<file path="src/rtl/ccir656_rx.sv">
// BT.656 receiver: locks onto FF 00 00 XY timing codes, recovers F/V/H state and
// emits active-video bytes tagged with their Cb/Y0/Cr/Y1 position.
module ccir656_rx #(
  parameter int ACTIVE_BYTES = 1440,
  parameter int LINE_W       = 10
) (
  input  logic              clk27M,
  input  logic              rst_n,
  input  logic [7:0]        din,
  output logic [7:0]        pix_data,
  output logic              pix_valid,
  output logic [1:0]        pix_phase,
  output logic              sav_pulse,
  output logic              eav_pulse,
  output logic              field,
  output logic              vblank,
  output logic              hblank,
  output logic [LINE_W-1:0] line_cnt,
  output logic              code_err,
  output logic              len_err,
  output logic              sync_lock
);

  localparam int CNT_W = 11;
  localparam logic [CNT_W-1:0] LAST_BYTE = CNT_W'(ACTIVE_BYTES - 1);

  typedef enum logic [2:0] {
    SEARCH,
    PRE1,
    PRE2,
    PRE3,
    BLANK,
    ACTIVE
  } state_t;

  state_t            state_q, state_d;
  logic [CNT_W-1:0]  cnt_q, cnt_d;
  logic [7:0]        pix_data_q, pix_data_d;
  logic              pix_valid_q, pix_valid_d;
  logic [1:0]        pix_phase_q, pix_phase_d;
  logic              sav_q, sav_d;
  logic              eav_q, eav_d;
  logic              field_q, field_d;
  logic              vblank_q, vblank_d;
  logic              hblank_q, hblank_d;
  logic [LINE_W-1:0] line_q, line_d;
  logic              code_err_q, code_err_d;
  logic              len_err_q, len_err_d;
  logic              lock_q, lock_d;
  logic [1:0]        vcnt_q, vcnt_d;

  logic xy_f, xy_v, xy_h, xy_ok;

  assign xy_f  = din[6];
  assign xy_v  = din[5];
  assign xy_h  = din[4];
  assign xy_ok = din[7] &&
                 (din[3:0] == {xy_v ^ xy_h, xy_f ^ xy_h, xy_f ^ xy_v, xy_f ^ xy_v ^ xy_h});

  always_comb begin
    state_d     = state_q;
    cnt_d       = cnt_q;
    pix_data_d  = pix_data_q;
    pix_valid_d = 1'b0;
    pix_phase_d = pix_phase_q;
    sav_d       = 1'b0;
    eav_d       = 1'b0;
    field_d     = field_q;
    vblank_d    = vblank_q;
    hblank_d    = hblank_q;
    line_d      = line_q;
    code_err_d  = 1'b0;
    len_err_d   = 1'b0;
    lock_d      = lock_q;
    vcnt_d      = vcnt_q;

    case (state_q)
      SEARCH, BLANK: begin
        if (din == 8'hFF) state_d = PRE1;
      end
      PRE1: begin
        if (din == 8'h00)      state_d = PRE2;
        else if (din == 8'hFF) state_d = PRE1;
        else                   state_d = SEARCH;
      end
      PRE2: begin
        if (din == 8'h00)      state_d = PRE3;
        else if (din == 8'hFF) state_d = PRE1;
        else                   state_d = SEARCH;
      end
      PRE3: begin
        if (xy_ok) begin
          field_d  = xy_f;
          vblank_d = xy_v;
          hblank_d = xy_h;
          // A field change restarts the line count even on an EAV.
          if (xy_f != field_q) line_d = '0;
          else if (xy_h)       line_d = line_q + LINE_W'(1);
          vcnt_d = (vcnt_q == 2'd2) ? 2'd2 : vcnt_q + 2'd1;
          if (vcnt_d == 2'd2) lock_d = 1'b1;
          if (xy_h) begin
            eav_d   = 1'b1;
            state_d = BLANK;
          end else begin
            sav_d       = 1'b1;
            cnt_d       = '0;
            pix_phase_d = 2'd0;
            state_d     = ACTIVE;
          end
        end else begin
          code_err_d = 1'b1;
          lock_d     = 1'b0;
          vcnt_d     = 2'd0;
          state_d    = SEARCH;
        end
      end
      ACTIVE: begin
        // FF never occurs in legal video, so it marks a truncated line.
        if (din == 8'hFF) begin
          len_err_d = 1'b1;
          lock_d    = 1'b0;
          vcnt_d    = 2'd0;
          state_d   = PRE1;
        end else begin
          pix_data_d  = din;
          pix_valid_d = ~vblank_q;
          pix_phase_d = cnt_q[1:0];
          cnt_d       = cnt_q + CNT_W'(1);
          if (cnt_q == LAST_BYTE) state_d = BLANK;
        end
      end
      default: state_d = SEARCH;
    endcase
  end

  always_ff @(posedge clk27M or negedge rst_n) begin
    if (!rst_n) begin
      state_q     <= SEARCH;
      cnt_q       <= '0;
      pix_data_q  <= 8'h00;
      pix_valid_q <= 1'b0;
      pix_phase_q <= 2'd0;
      sav_q       <= 1'b0;
      eav_q       <= 1'b0;
      field_q     <= 1'b0;
      vblank_q    <= 1'b1;
      hblank_q    <= 1'b1;
      line_q      <= '0;
      code_err_q  <= 1'b0;
      len_err_q   <= 1'b0;
      lock_q      <= 1'b0;
      vcnt_q      <= 2'd0;
    end else begin
      state_q     <= state_d;
      cnt_q       <= cnt_d;
      pix_data_q  <= pix_data_d;
      pix_valid_q <= pix_valid_d;
      pix_phase_q <= pix_phase_d;
      sav_q       <= sav_d;
      eav_q       <= eav_d;
      field_q     <= field_d;
      vblank_q    <= vblank_d;
      hblank_q    <= hblank_d;
      line_q      <= line_d;
      code_err_q  <= code_err_d;
      len_err_q   <= len_err_d;
      lock_q      <= lock_d;
      vcnt_q      <= vcnt_d;
    end
  end

  assign pix_data  = pix_data_q;
  assign pix_valid = pix_valid_q;
  assign pix_phase = pix_phase_q;
  assign sav_pulse = sav_q;
  assign eav_pulse = eav_q;
  assign field     = field_q;
  assign vblank    = vblank_q;
  assign hblank    = hblank_q;
  assign line_cnt  = line_q;
  assign code_err  = code_err_q;
  assign len_err   = len_err_q;
  assign sync_lock = lock_q;

endmodule
</file>
<file path="config.mk">
export PLATFORM = sky130hd
export DESIGN_NAME = ccir656_rx
export DESIGN_NICKNAME = d
export VERILOG_FILES = /design/src/rtl/ccir656_rx.sv
export SDC_FILE = /design/constraint.sdc
export NUM_CORES = 1
export LEC_CHECK = 0
export ABC_AREA = 0
export BUFFER_PORTS_ARGS = -buffer_cell sky130_fd_sc_hd__buf_2
export CAP_MARGIN = 20
export CORE_MARGIN = 4
export CORE_UTILIZATION = 47
export CTS_CLUSTER_SIZE = 12
export DETAILED_ROUTE_END_ITERATION = 10
export PLACE_DENSITY = 0.71
export SETUP_SLACK_MARGIN = 0.2
export SLEW_MARGIN = 20
export SYNTH_ARGS = -nofsm -noshare
export SYNTH_HDL_FRONTEND = slang
export SYNTH_SLANG_ARGS = --single-unit
</file>
<file path="constraint.sdc">
create_clock -name clk27M -period 2.1 [get_ports clk27M]
set_input_delay 0.525 -clock clk27M [delete_from_list [all_inputs] [get_ports clk27M]]
set_output_delay 0.525 -clock clk27M [all_outputs]
set_load 0.03 [all_outputs]
</file>
# == Yosys cells after proc, flatten, opt, wreduce, memory -nomap -nowiden ==
# Cells that the tools add are included.
# classes
n_shift,0
order_cmp,0
addsub,3
div,0
n_reduce_logical,13
n_eq_ne,18
n_mul,0
mux,39
n_bitwise,6
# op_table
operator,n
$mux 11,3
$pmux 11 s2,1
$mux 10,2
$mux 1,17
$mux 3,5
$pmux 3 s5,1
$mux 2,7
$add 11x1->11 const B,1
$eq 11x11->1 const B,1
$add 10x1->10 const B,1
$ne 2x2->1 const B,5
$eq 8x8->1 const B,1
$logic_not 8->1,1
$pmux 2 s2,2
$reduce_and 2->1,4
$eq 3x2->1 const B,2
$eq 3x3->1 const B,2
$ne 3x3->1 const B,2
$reduce_and 3->1,2
$eq 2x2->1 const B,2
$eq 4x4->1,1
$reduce_and 4->1,1
$reduce_bool 2->1,2
$xor 1x1->1,4
other kinds (8),9
# word_totals
latchBits,0
mem_bits_ro,0
mem_count,0
ramBits,0
reg_bits,45

# == Longest topological paths before layout ==
# logic_depth
word_depth,6
mapped_depth,10
depth_no_buf,8

# == Worst setup path after synthesis ==
# OpenSTA, ideal clock, no wires.
# synth_timing
kind,input-to-reg
from,input din[4]
to,register cnt_q[5]
slack_ns,-0.388
stages,9
arrival_ns,2.411
path_cell_list,buf_2 -> inv_1 -> ha_1 -> xnor2_1 -> o2111ai_1 -> o21ai_1 -> nand3_1 -> or4_1 -> a21oi_1
# synth_between
elab_chain_len,5
word_cells_on_any_way,10
classes_between,5 x eq/ne; 3 x bitwise; 2 x reduce/logical
# synth_rtl
item,line_no,rtl
from (decl),9,"input logic [7:0] din,"
$xor 1x1->1,58,"(din[3:0] == {xy_v ^ xy_h, xy_f ^ xy_h, xy_f ^ xy_v, xy_f ^ xy_v ^ xy_h});"
$eq 4x4->1,58,
$logic_and 1x1->1,57,assign xy_ok = din[7] &&
$ne 2x2->1 (no line),--,
$reduce_and 4->1 (no line) *,--,
to (signal assigned),155,cnt_q <= cnt_d;
to (decl),37,"logic [CNT_W-1:0] cnt_q, cnt_d;"
# Every way passes the cells marked *; elsewhere a longest branch is shown, timed or not.
# A chain may end at the register's enable or synchronous reset.

# == Worst setup path in the final report ==
# layout_timing
from,input din[4]
to,register line_q[6] (netlist: line_cnt[6])
# layout_between
elab_chain_len,4
word_cells_on_any_way,7
classes_between,1 x eq/ne; 3 x bitwise; 3 x reduce/logical
# layout_rtl
item,line_no,rtl
$xor 1x1->1,58,
$eq 4x4->1,58,
$logic_and 1x1->1,57,
$reduce_and 3->1 (no line) *,--,
to (signal assigned),164,line_q <= line_d;
to (decl),46,"logic [LINE_W-1:0] line_q, line_d;"
# Marks and branches as above.

==> results_dict.tcl <==
set metrics [dict create \
    status "complete, no violations" \
    htreeDepth 2 \
    cts-root-buf "clkbuf_8" \
    grt_pass1_wl_um 9640 \
    reg2reg_to "line_cnt[6]$_DFFE_PN0P_" \
    wl_um 5630 \
    period_minus_slack_ns 1.97 \
    cap_violations 0 \
    row_count 25 \
    fp.dieW_um 78.3 \
    ant_nets 0 \
    syn_area_mm2 0.00232 \
    layout.nets 340 \
    die-area_mm2 0.00613 \
    async_flop_share 1.00 \
    layout_common_cells "dfrtp_1, buf_4, buf_2" \
    grt_remaining_overflow 0 \
    skew_ns 0.0101 \
    synth_fp_nets 266 \
    cts_tree "yes" \
    syn_area_per_cell_um2 9.25 \
    dr.pass1.iters 4 \
    synth_edf_count 0 \
    track_usage 0.196 \
    use_met3 0.0390 \
    finalMaxSlewViolations 0 \
    ys.flop_type "dfrtp_1" \
    syn_inst 251 \
    ys_top_cells_by_area "dfrtp_1, nand2_1, o21ai_1, nor2_1, nand3_1" \
    antenna_found_initial 0 \
    port_buffers 38 \
    endpoint_kind "flip-flop" \
    max_freq_mhz 508 \
    clk_pin_slew_ns 0.08 \
    cp-start-kind "input pin" \
    powerDensity_mw_per_mm2 553 \
    seq_area_frac_synth 0.486 \
    rr_startpoint "state_q[2]$_DFFE_PN0P_" \
    grt_util_met1 0.277 \
    path_max_fanout 6 \
    layout_commonest_cell "dfrtp_1" \
    finalSetupViolCount 0 \
    drive_above_1_share 0.340 \
    cts_made_buffers 5 \
    p_leak_nw 1.49 \
    hold_viol 0 \
    cts_buffer_depth 2 \
    via_count 2153 \
    path_class "input pin to flip-flop" \
    grt_start_max_net_pins 46 \
    ys_warn_count 0 \
    p_total_mw 1.72 \
    core-area_mm2 0.00475 \
    start_util 0.488 \
    wl_per_cell_um 14.3 \
    cts_hold_buf 0 \
    die_h_um 78.3 \
    rsz0062_at_grt "yes" \
    pin_count 39 \
    drtIter0Drc 142 \
    reg2regPathDepth 6 \
    relSlewSlack 0.622 \
    dp_hpwl_um 4080 \
    min_period_over_period 0.937 \
    worstPathArrival_ns 2.18 \
    grt_pass1_vias 1998 \
    ys_types 50 \
    remaining_drc_errors 0 \
    vdd_ir_drop_max_mv 0.317 \
    worst_pin_slew_ns 0.568 \
    dpl-instance-area_mm2 0.00285 \
    synth_top_area_cell "dfrtp_1" \
    gp_congestion 0.828 \
    vias_per_cell 5.48 \
    hold_path_class "input pin to asynchronous set/reset pin" \
    critPathRequiredTime_ns 2.31 \
    area_growth_pct 34.0 \
    post-route-cell-area_mm2 0.00311 \
    ys_ff_latch 45 \
    synth_top_cell_area_share 0.464 \
    busiest_layer "met2" \
    cts_sinks 45 \
    reg2reg_slack_ns 0.20 \
    clock_latency_ns 0.30 \
    use_met2 0.305 \
    n_antenna_cell 0 \
]
through the flow:
stage                     hold slack (ns)  TNS, ns  utilization  setup slack, ns  cells
after global routing                0.332        0        0.654           0.0945    393
after detailed placement            0.467    -3.95        0.600           -0.282    381
after floorplan                     0.229   -0.104            -          -0.0528    251
final                               0.303        0        0.654            0.133    393
after global placement              0.458    -2.62        0.600           -0.203    381
after CTS                           0.318        0        0.640            0.131    392
how the worst max path moves through the flow:
stage                       from                 endpoint
final                     din[4]  line_cnt[6]$_DFFE_PN0P_
after global routing      din[4]  line_cnt[6]$_DFFE_PN0P_
after CTS                 din[5]  line_cnt[6]$_DFFE_PN0P_
after detailed placement  din[5]     cnt_q[5]$_DFFE_PN0P_
after global placement    din[5]     cnt_q[8]$_DFFE_PN0P_
after floorplan           din[4]     cnt_q[5]$_DFFE_PN0P_
state kept, by name (all words and copies together) (netlist names):
name	cells
pix_valid	1
state_q	3
cnt_q	11
eav_pulse	1
vcnt_q	2
pix_phase	2
sav_pulse	1
line_cnt	10
vblank	1
len_err	1
hblank	1
pix_data	8
code_err	1
sync_lock	1
field	1
metal layers:
layer  share of wire  wire length [µm]
met5               0                 0
met4           0.018               103
met3           0.047               263
met2            0.46              2600
met1            0.47              2660
layout make-up:
cell class                 instances  area, µm²
sequential                        45       1130
fill                             392       1650
clock inverter                     2       37.5
tap                               67       83.8
inverter                           8       37.5
multi-input combinational        186       1210
clock buffer                       6       82.6
timing repair buffer              79        523
kinds of logic (layout without fill, tap and decap cells):
group,after synthesis,count (layout),synth area share
buffers and inverters,20,95,0.0383
adder cells (fa/ha/maj),5,5,0.0270
AO/OA/AOI/OAI,70,70,0.184
XOR/XNOR,5,5,0.0189
multiplexers,1,1,0.00485
flip-flops,45,45,0.486
AND/OR/NAND/NOR,105,105,0.241
power breakdown:
group          leakage, nW  total [mW]  switching, mW  internal, mW
logic                0.811       0.165         0.0871        0.0780
clock network       0.0574       0.682          0.295         0.387
registers            0.620       0.872        0.00281         0.869
critical path, stage by stage:
cell	delay, ns
buf_12	0.09
inv_6	0.03
ha_4	0.27
xnor2_4	0.11
o2111ai_2	0.13
buf_4	0.16
nand3b_4	0.15
or4_4	0.46
o31ai_4	0.23
synth_stat cells, types with 2 or more instances:
cell / number
o21ai_0: 10
xor2_1: 2
clkbuf_1: 6
and3b_1: 2
a31oi_1: 3
nand4_1: 7
nor2_1: 22
nand2_1: 31
xnor2_1: 3
dfstp_2: 2
nand3_1: 13
a22o_1: 4
dfrtp_1: 43
nand2b_1: 2
o31ai_1: 6
a21oi_1: 12
buf_2: 5
nand3b_1: 2
inv_1: 8
o21ai_1: 23
or4_1: 4
and2_1: 2
ha_1: 5
a41oi_1: 2
or3_1: 7
repair_timing:
action | 4_1_cts | 5_1_grt
endpoints found under the hold margin | 0 | 0
cloned | 0 | 0
gates resized for setup | 12 | 13
buffers inserted | 3 | 1
endpoints found under the setup margin | 18 | 25
pin swaps | 3 | 2
Power figures use the tool's default switching activity.
